==> src/rtl/tx_seq_pkg.sv <==
// Shared types and default constants for the TX serial sequencer.
package tx_seq_pkg;

  typedef enum logic [1:0] {
    IDLE  = 2'd0,
    DATA  = 2'd1,
    STUFF = 2'd2,
    DONE  = 2'd3
  } tx_seq_state_t;

  localparam int DEF_CLKS_PER_BIT = 8;
  localparam int DEF_DATA_BITS    = 8;
  localparam int DEF_STUFF_LIMIT  = 6;

endpackage

==> src/rtl/tx_bit_timer.sv <==
// Serial bit-period counter; flags the first cycle and the last cycle of each period.
module tx_bit_timer
  import tx_seq_pkg::*;
#(
  parameter int CLKS_PER_BIT = DEF_CLKS_PER_BIT
) (
  input  logic clk,
  input  logic n_rst,
  input  logic clr,
  input  logic run,
  input  logic active_next,
  output logic bit_strobe,
  output logic period_end
);

  localparam int CNT_W = $clog2(CLKS_PER_BIT);
  localparam logic [CNT_W-1:0] CNT_MAX = CNT_W'(CLKS_PER_BIT - 1);

  logic [CNT_W-1:0] cnt_reg;
  logic [CNT_W-1:0] cnt_next;
  logic             bit_strobe_reg;

  assign period_end = run && (cnt_reg == CNT_MAX);
  assign bit_strobe = bit_strobe_reg;

  // Counter parks at 0 while idle so the first period after a load starts cleanly.
  always_comb begin
    cnt_next = '0;
    if (!clr && run && !period_end) begin
      cnt_next = cnt_reg + 1'b1;
    end
  end

  always_ff @(posedge clk or negedge n_rst) begin
    if (!n_rst) begin
      cnt_reg        <= '0;
      bit_strobe_reg <= 1'b0;
    end else begin
      cnt_reg        <= cnt_next;
      bit_strobe_reg <= active_next && (cnt_next == '0);
    end
  end

endmodule

==> src/rtl/tx_serial_sequencer.sv <==
// Drives load/shift strobes of the TX shift register, times bit periods and inserts stuff bits.
module tx_serial_sequencer
  import tx_seq_pkg::*;
#(
  parameter int CLKS_PER_BIT = DEF_CLKS_PER_BIT,
  parameter int DATA_BITS    = DEF_DATA_BITS,
  parameter int STUFF_LIMIT  = DEF_STUFF_LIMIT
) (
  input  logic                 clk,
  input  logic                 n_rst,
  input  logic                 src_valid,
  input  logic [DATA_BITS-1:0] src_data,
  input  logic                 src_last,
  output logic                 src_ready,
  input  logic                 abort,
  input  logic                 sr_serial,
  output logic                 sr_load,
  output logic                 sr_shift,
  output logic [DATA_BITS-1:0] sr_par,
  output logic                 stuff_active,
  output logic                 bit_strobe,
  output logic                 tx_busy,
  output logic                 tx_done,
  output logic                 tx_error
);

  localparam int BIT_W  = $clog2(DATA_BITS);
  localparam int ONES_W = $clog2(STUFF_LIMIT + 1);
  localparam logic [BIT_W-1:0]  LAST_BIT  = BIT_W'(DATA_BITS - 1);
  localparam logic [ONES_W-1:0] STUFF_MAX = ONES_W'(STUFF_LIMIT);

  tx_seq_state_t     state_reg, state_next;
  logic [BIT_W-1:0]  bit_cnt_reg, bit_cnt_next;
  logic [ONES_W-1:0] ones_cnt_reg, ones_cnt_next;
  logic [ONES_W-1:0] ones_inc;
  logic              last_flag_reg, last_flag_next;
  logic              pending_reg, pending_next;
  logic              tx_done_reg, tx_error_reg, stuff_active_reg, tx_busy_reg;
  logic              err_next, err_load, boundary, stuff_need, accept;
  logic              period_end, timer_run, busy_next;

  assign timer_run = (state_reg == DATA) || (state_reg == STUFF);
  assign busy_next = (state_next == DATA) || (state_next == STUFF);

  tx_bit_timer #(
    .CLKS_PER_BIT(CLKS_PER_BIT)
  ) u_bit_timer (
    .clk        (clk),
    .n_rst      (n_rst),
    .clr        (accept || abort),
    .run        (timer_run),
    .active_next(busy_next),
    .bit_strobe (bit_strobe),
    .period_end (period_end)
  );

  always_comb begin
    state_next     = state_reg;
    bit_cnt_next   = bit_cnt_reg;
    ones_cnt_next  = ones_cnt_reg;
    last_flag_next = last_flag_reg;
    pending_next   = pending_reg;
    ones_inc       = ones_cnt_reg + 1'b1;
    stuff_need     = 1'b0;
    boundary       = 1'b0;
    err_next       = 1'b0;
    err_load       = 1'b0;
    sr_shift       = 1'b0;

    case (state_reg)
      DATA: begin
        if (period_end) begin
          stuff_need    = sr_serial && (ones_inc == STUFF_MAX);
          ones_cnt_next = (sr_serial && !stuff_need) ? ones_inc : '0;
          if (bit_cnt_reg < LAST_BIT) begin
            sr_shift     = 1'b1;
            bit_cnt_next = bit_cnt_reg + 1'b1;
            if (stuff_need) state_next = STUFF;
          end else if (stuff_need) begin
            state_next   = STUFF;
            pending_next = 1'b1;
          end else begin
            boundary = 1'b1;
          end
        end
      end
      STUFF: begin
        ones_cnt_next = '0;
        if (period_end) begin
          if (pending_reg) boundary = 1'b1;
          else             state_next = DATA;
        end
      end
      DONE: begin
        ones_cnt_next = '0;
        state_next    = IDLE;
      end
      default: ;
    endcase

    // Underrun: the line cannot pause, so force idle-high and report.
    if (boundary) begin
      pending_next = 1'b0;
      if (last_flag_reg) begin
        state_next = DONE;
      end else if (!src_valid) begin
        err_next      = 1'b1;
        err_load      = 1'b1;
        ones_cnt_next = '0;
        state_next    = IDLE;
      end
    end

    src_ready = src_valid && !abort &&
                ((state_reg == IDLE) || (boundary && !last_flag_reg));
    accept    = src_ready;

    if (accept) begin
      last_flag_next = src_last;
      bit_cnt_next   = '0;
      pending_next   = 1'b0;
      state_next     = DATA;
    end

    if (abort) begin
      state_next     = IDLE;
      bit_cnt_next   = '0;
      ones_cnt_next  = '0;
      last_flag_next = 1'b0;
      pending_next   = 1'b0;
      err_next       = 1'b0;
      sr_shift       = 1'b0;
    end

    sr_load = accept || err_load || abort;
    sr_par  = accept ? src_data : '1;
  end

  always_ff @(posedge clk or negedge n_rst) begin
    if (!n_rst) begin
      state_reg        <= IDLE;
      bit_cnt_reg      <= '0;
      ones_cnt_reg     <= '0;
      last_flag_reg    <= 1'b0;
      pending_reg      <= 1'b0;
      tx_done_reg      <= 1'b0;
      tx_error_reg     <= 1'b0;
      stuff_active_reg <= 1'b0;
      tx_busy_reg      <= 1'b0;
    end else begin
      state_reg        <= state_next;
      bit_cnt_reg      <= bit_cnt_next;
      ones_cnt_reg     <= ones_cnt_next;
      last_flag_reg    <= last_flag_next;
      pending_reg      <= pending_next;
      tx_done_reg      <= (state_next == DONE);
      tx_error_reg     <= err_next;
      stuff_active_reg <= (state_next == STUFF);
      tx_busy_reg      <= busy_next;
    end
  end

  assign tx_done      = tx_done_reg;
  assign tx_error     = tx_error_reg;
  assign stuff_active = stuff_active_reg;
  assign tx_busy      = tx_busy_reg;

endmodule
==> config.mk <==
export PLATFORM = sky130hd
export DESIGN_NAME = tx_serial_sequencer
export DESIGN_NICKNAME = d
export VERILOG_FILES = /design/src/rtl/tx_seq_pkg.sv /design/src/rtl/tx_bit_timer.sv /design/src/rtl/tx_serial_sequencer.sv
export SDC_FILE = /design/constraint.sdc
export NUM_CORES = 1
export LEC_CHECK = 0
export ABC_CLOCK_PERIOD_IN_PS = 2000
export BUFFER_PORTS_ARGS = -buffer_cell sky130_fd_sc_hd__buf_2
export CAP_MARGIN = 20
export CORE_MARGIN = 5
export CORE_UTILIZATION = 40
export DETAILED_ROUTE_END_ITERATION = 8
export GPL_ROUTABILITY_DRIVEN = 0
export GPL_TIMING_DRIVEN = 0
export PLACE_DENSITY = 0.66
export SYNTH_ARGS = -nofsm -noshare
export SYNTH_HDL_FRONTEND = slang
export SYNTH_SLANG_ARGS = --single-unit
==> constraint.sdc <==
create_clock -name clk -period 2 [get_ports clk]
set_input_delay 0.1 -clock clk [delete_from_list [all_inputs] [get_ports clk]]
set_output_delay 0.1 -clock clk [all_outputs]
set_load 0.02 [all_outputs]
# == After elaboration in Yosys (flattened, before gate mapping) ==
# Index checks and enable logic that the tools add are counted.
# totals
reg_bits,18
latch_bits,0
ram_bits,0
romBits,0
in_bits,14
out_inout_bits,16
wordCells,103
mem_count,0
# op_classes
n_addsub,3
n_mul,0
n_div,0
magnitude_cmp,1
eq_ne,9
n_shift,0
muxes,47
n_bitwise,0
n_reduce_logical,32
# op_table
op,count
two-way mux 3 bit,12
two-way mux 1 bit,22
two-way mux 2 bit,9
nonzero test 4 bit,3
"adder 3 x 1 -> 3 bit, second input constant",3
logical AND 1 bit,9
nonzero test 3 bit,3
"equality test 2 bit, second input constant",4
two-way mux 8 bit,1
"equality test 3 bit, second input constant",2
logical OR 1 bit,6
one-hot mux 2 bit (3 select lines),1
one-hot mux 3 bit (2 select lines),1
zero test 1 bit,5
"equality test 2 x 1 -> 1 bit, second input constant",2
"inequality test 4 bit, second input constant",1
AND reduction 4 bit,1
zero test 3 bit,1
"< comparator 3 bit, second input constant",1
AND reduction 3 bit,1
zero test 2 bit,1
one-hot mux 1 bit (2 select lines),1
nonzero test 2 bit,1
OR reduction 2 bit,1

# == Longest topological paths before layout ==
# logic_depth
depth_word,17
depth_mapped,9
depth_no_buf,9

# == By module ==
# A second synthesis with hierarchy kept.
# unflattened
hier_cells,113
area_unflattened_um2,1132.3
# modules_own_cells
module,n_inst,cells_each,area_per_inst_um2,seq_area_each_um2
tx_serial_sequencer,1,99,953.4,350.3
tx_bit_timer,1,14,178.9,100.1

# == Worst setup path before layout ==
# OpenSTA, ideal clock, no wires.
# synth_path
path_kind,register to register
startpoint,register ones_cnt_reg[0]
endpoint,"register u_bit_timer.bit_strobe_reg, in the netlist u_bit_timer.bit_strobe"
setup_time_ns,0.077
t_arrival_ns,2.034
t_required_ns,1.923
setup_slack_ns,-0.111
stages_incl_launch_ff,9
n_path_buf,0
period_less_slack_ns,2.111
path_cell_list,dfrtp_1 > ha_1 > xnor2_2 > nor2_1 > a211oi_1 > nor2_1 > o41a_1 > ha_1 > a21oi_1
# synth_between
elab_chain_len,17
elab_cells_between_ends,28
cone_classes,add/sub (1); eq/ne (3); mux (13); reduce/logical (11)
# synth_rtl
element,line,text
"start, declared",tx_serial_sequencer.sv:34,"logic [ONES_W-1:0] ones_cnt_reg, ones_cnt_next;"
"start signal, assigned",tx_serial_sequencer.sv:153,ones_cnt_reg <= ones_cnt_next;
adder 3 x 1 -> 3 bit *,tx_serial_sequencer.sv:63,ones_inc = ones_cnt_reg + 1'b1;
equality test 3 bit *,tx_serial_sequencer.sv:73,stuff_need = sr_serial && (ones_inc == STUFF_MAX);
logical AND 1 bit *,tx_serial_sequencer.sv:73,
two-way mux 1 bit,tx_serial_sequencer.sv:79,end else if (stuff_need) begin
two-way mux 1 bit,tx_serial_sequencer.sv:75,if (bit_cnt_reg < LAST_BIT) begin
two-way mux 1 bit,tx_serial_sequencer.sv:72,if (period_end) begin
one-hot mux 1 bit (2 select lines),tx_serial_sequencer.sv:70,case (state_reg)
logical AND 1 bit,tx_serial_sequencer.sv:115,((state_reg == IDLE) || (boundary && !last_flag_reg));
logical OR 1 bit,tx_serial_sequencer.sv:115,
logical AND 1 bit,tx_serial_sequencer.sv:114,src_ready = src_valid && !abort &&
logical OR 1 bit,tx_serial_sequencer.sv:50,".clr (accept || abort),"
zero test 1 bit,tx_bit_timer.sv:29,if (!clr && run && !period_end) begin
logical AND 1 bit (2 in a row),tx_bit_timer.sv:29,
two-way mux 3 bit,tx_bit_timer.sv:29,
zero test 3 bit,tx_bit_timer.sv:40,bit_strobe_reg <= active_next && (cnt_next == '0);
logical AND 1 bit *,tx_bit_timer.sv:40,
"end signal, assigned",tx_bit_timer.sv:40,
"end, declared",tx_bit_timer.sv:21,logic bit_strobe_reg;
# Mark *: on every way between the ends. The rest lies on a longest branch, timed or not.
# A chain may end at the register's enable or synchronous reset.

# == Worst setup path after layout ==
# layout_path
startpoint,register state_reg[0]
endpoint,output port sr_par[6]
# layout_between
elab_chain_len,9
elab_cells_between_ends,12
cone_classes,eq/ne (2); mux (4); reduce/logical (6)
# layout_rtl
element,line,text
"start, declared",tx_serial_sequencer.sv:32,"tx_seq_state_t state_reg, state_next;"
"start signal, assigned",tx_serial_sequencer.sv:151,state_reg <= state_next;
equality test 2 x 1 -> 1 bit / equality test 2 bit (equally long branches),"tx_serial_sequencer.sv:42, tx_serial_sequencer.sv:70",
logical OR 1 bit,tx_serial_sequencer.sv:42,assign timer_run = (state_reg == DATA) || (state_reg == STUFF);
logical AND 1 bit,tx_bit_timer.sv:23,assign period_end = run && (cnt_reg == CNT_MAX);
"two-way mux 1 bit, on equally long branches","tx_serial_sequencer.sv:89, tx_serial_sequencer.sv:72",
one-hot mux 1 bit (2 select lines),tx_serial_sequencer.sv:70,
logical AND 1 bit,tx_serial_sequencer.sv:115,
logical OR 1 bit *,tx_serial_sequencer.sv:115,
logical AND 1 bit *,tx_serial_sequencer.sv:114,
two-way mux 8 bit *,tx_serial_sequencer.sv:136,sr_par = accept ? src_data : '1;
"end, declared",tx_serial_sequencer.sv:19,"output logic [DATA_BITS-1:0] sr_par,"
# Marked as above.

==> impl_metrics.py <==
metrics = {
    "synth": {
        "synth-main-ff-cell": "dfrtp_1",
        "synthXorXnorAreaFrac": 0.0299,
        "synth_fp_nets": 145,
        "yosys.area_share.simple": 0.262,
        "synth_top_family_by_area": "simple AND/OR/NAND/NOR gates",
        "syn_area_mm2": 0.00113,
        "ys_types": 34,
        "synth_edf_count": 0,
        "synthCells": 120,
        "yosysSeqAreaShare": 0.399,
        "muxShareOfSynthArea": 0.00887,
        "syn_avg_cell_area_um2": 9.40,
        "yosys_warnings": 0,
        "ys_async_sr_fraction": 1.00,
        "synth-compound-area-share": 0.149,
        "synth_fa_ha_area_frac": 0.122,
        "synth-seq-cells": 18,
    },
    "global_routing": {
        "grt_max_degree": 19,
        "grt_pass1_vias": 1032,
        "grt_pass1_wl_mm": 4.57,
        "antenna_found_initial": 0,
        "grt_usage": 0.140,
        "grt_overflow": 0,
    },
    "detailed_routing": {
        "drcViolationCount": 0,
        "wl_per_cell_um": 14.9,
        "vias": 1045,
        "drt-total-wl_mm": 2.90,
        "drt-pass1-iter-count": 4,
        "antenna_left": 0,
        "drt_iter0_markers": 51,
        "viasPerCell": 5.36,
    },
    "clocking": {
        "clk_pin_slew_ps": 100,
        "cts_buffers": 3,
        "cts_sinks": 18,
        "worst_skew_pair.late_latency_ps": 290,
        "htree_levels": 1,
        "clock-root-buffer": "clkbuf_4",
        "cts_tree": "done",
        "clockBufferDepth": 2,
    },
    "timing": {
        "tightest_slew_ps": 465,
        "rsz0062_at_grt": "true",
        "hold_viol": 0,
        "post-route-min-period_ps": 2190,
        "max-slew-margin-rel": 0.689,
        "period_share": 1.09,
        "layout_setup_ws_ps": -186,
        "fmax_mhz": 458,
        "finalSetupViolations": 12,
        "final_max_slew_viol_count": 0,
        "holdWs_ps": 37.9,
        "clock_skew_ps": 2.43,
    },
    "setup_path": {
        "path_class": "reg2out",
        "reg2reg_from": "u_bit_timer.cnt_reg[0]$_DFF_PN0_",
        "path_max_fanout": 4,
        "arrival_ps": 2090,
        "r2r_slack_ps": -150,
        "end_kind": "primary output",
        "r2r-end": "u_bit_timer.bit_strobe$_DFF_PN0_",
        "slowest_delay_ps": 380,
        "cp-start-kind": "register",
        "crit_required_ps": 1900,
        "reg2reg_depth": 9,
        "crit_slowest_cell": "dfrtp_1",
        "path_cells": "inv_2 > ha_4 > and2_4 > o2111ai_4 > a21oi_4 > o21ai_2 > or2_1 > buf_6",
    },
    "job": {
        "maxCapViolations": 0,
    },
    "power_and_ir_drop": {
        "pwr-share-seq": 0.509,
        "vdd.ir_drop.worst_mv": 0.421,
        "internal_power_uw": 542,
        "powerDensity_mw_per_mm2": 458,
        "p_leak_uw": 0.000732,
        "swShare": 0.263,
        "p_switching_uw": 194,
        "p_comb_frac": 0.185,
        "p_clk_frac": 0.306,
    },
    "finish": {
        "drive_gt1_frac": 0.409,
        "area_growth_pct": 42.5,
        "diodes": 0,
        "nNetsFinal": 190,
        "final-instance-count-excl-fill": 195,
        "fillers": 234,
    },
    "worst_hold_path": {
        "hold_path_depth": 2,
        "hold_path_end": "last_flag_reg$_DFFE_PN0P_",
        "hold_path_class": "in2reg",
        "hp-start": "abort",
    },
    "die": {
        "num_io_pins": 30,
        "initial_utilization": 0.413,
        "rows": 19,
        "core_mm2": 0.00273,
        "dieArea_mm2": 0.00398,
        "die_height_um": 63.1,
        "die_w_um": 63.1,
    },
    "placed_design": {
        "io_buffer_count": 29,
        "placedCellCount": 180,
        "dp_hpwl_mm": 1.98,
    },
    "outcome": {
        "status": "finished with violations",
        "violations": "negative setup slack",
    },
}
[cells by family after synthesis]
group           after synthesis
buf+inv                       9
flops                        18
simple gates                 57
fa+ha+maj                    11
mux                           1
xor+xnor                      3
compound gates               21
[through the flow]
step / TNS [ps] / util / total power [µW] / setup WS [ps] / instance area (µm²)
6_report: -1730 / 0.588 / 736 / -186 / 1610
5_1_grt: -3000 / 0.588 / 771 / -279 / 1610
4_1_cts: -1390 / 0.568 / 735 / -157 / 1550
3_5_place_dp: -474 / 0.495 / 481 / -212 / 1350
3_3_place_gp: -412 / 0.495 / 479 / -202 / 1350
2_1_floorplan: -20.8 / - / 437 / -20.8 / 1170
[cell type report]
type	count	area (µm²)	share of cell area
Clock buffer	4	36.3	0.0226
Inverter	8	30.0	0.0187
Multi-Input combinational cell	94	766	0.476
Sequential cell	18	450	0.280
Tap cell	31	38.8	0.0241
Timing Repair Buffer	40	287	0.178
[critical path, delay by kind of cell (launching register included)]
kind	cells	cell delay, ps
and+or+nand+nor	2	430
DFF	1	380
AOI/OAI and AO/OA	3	480
buffers and inverters	2	210
adders and majority gates	1	270
[worst max path at each step]
stage,from,to,slack (ps),cells past startpoint
3_5_place_dp,state_reg[0]$_DFF_PN0_,u_bit_timer.bit_strobe$_DFF_PN0_,-210,9
3_3_place_gp,state_reg[0]$_DFF_PN0_,u_bit_timer.bit_strobe$_DFF_PN0_,-200,9
4_1_cts,state_reg[0]$_DFF_PN0_,sr_par[3],-160,8
2_1_floorplan,ones_cnt_reg[0]$_DFF_PN0_,u_bit_timer.bit_strobe$_DFF_PN0_,-20,8
5_1_grt,u_bit_timer.cnt_reg[0]$_DFF_PN0_,sr_par[6],-280,8
6_report,state_reg[0]$_DFF_PN0_,sr_par[6],-190,8
[synth_stat cells, types with 2 or more instances]
master	instances	share of area
inv_1	8	0.027
or2_1	9	0.050
nand2_1	9	0.030
a21oi_1	7	0.031
nor2_1	17	0.057
o21ai_0	3	0.013
and2_1	4	0.022
and3_1	2	0.011
ha_1	11	0.12
nand2b_1	3	0.017
nor3b_1	2	0.013
dfrtp_1	18	0.40
nand3_1	4	0.018
nor2b_1	2	0.011
a32oi_1	2	0.016
[power by group through the flow]
stage | clock, µW | sequential, µW | combinational [µW]
CTS | 237 | 375 | 123
global route | 247 | 376 | 148
floorplan | 0 | 385 | 52.2
global placement | 0 | 382 | 97.8
finish | 225 | 375 | 136
detailed placement | 0 | 381 | 99.5
[cells in the final DEF (no fill, tap or decap), drive strengths merged, types with 2 or more instances in the layout]
cell type,n
xnor2,2
o21ai,5
a32oi,2
nor2,17
a21oi,7
inv,8
and2,5
nor3b,2
nand2b,3
nor2b,2
nand2,9
or2,9
and3,2
nand3,4
clkbuf,4
dfrtp,18
buf,39
ha,11
[repair_timing]
action | 4_1_cts | 5_1_grt
endpoints found under the hold margin | 18 | 0
gates cloned | 1 | 0
pin swaps | 10 | 5
buffers inserted | 9 | 1
hold buffers | 1 | 0
gates resized for setup | 21 | 13
endpoints found under the setup margin | 15 | 15
[metal layers]
metal	track usage	wire length, µm	up-vias	part of all wire
met2	0.263	1630	26	0.56
met3	0.0231	116	7	0.040
met4	0.0398	31	0	0.011
met5	0	0	-	0
met1	0.159	1130	506	0.39
li1	-	-	506	-
(Power assumes the default switching activity.)
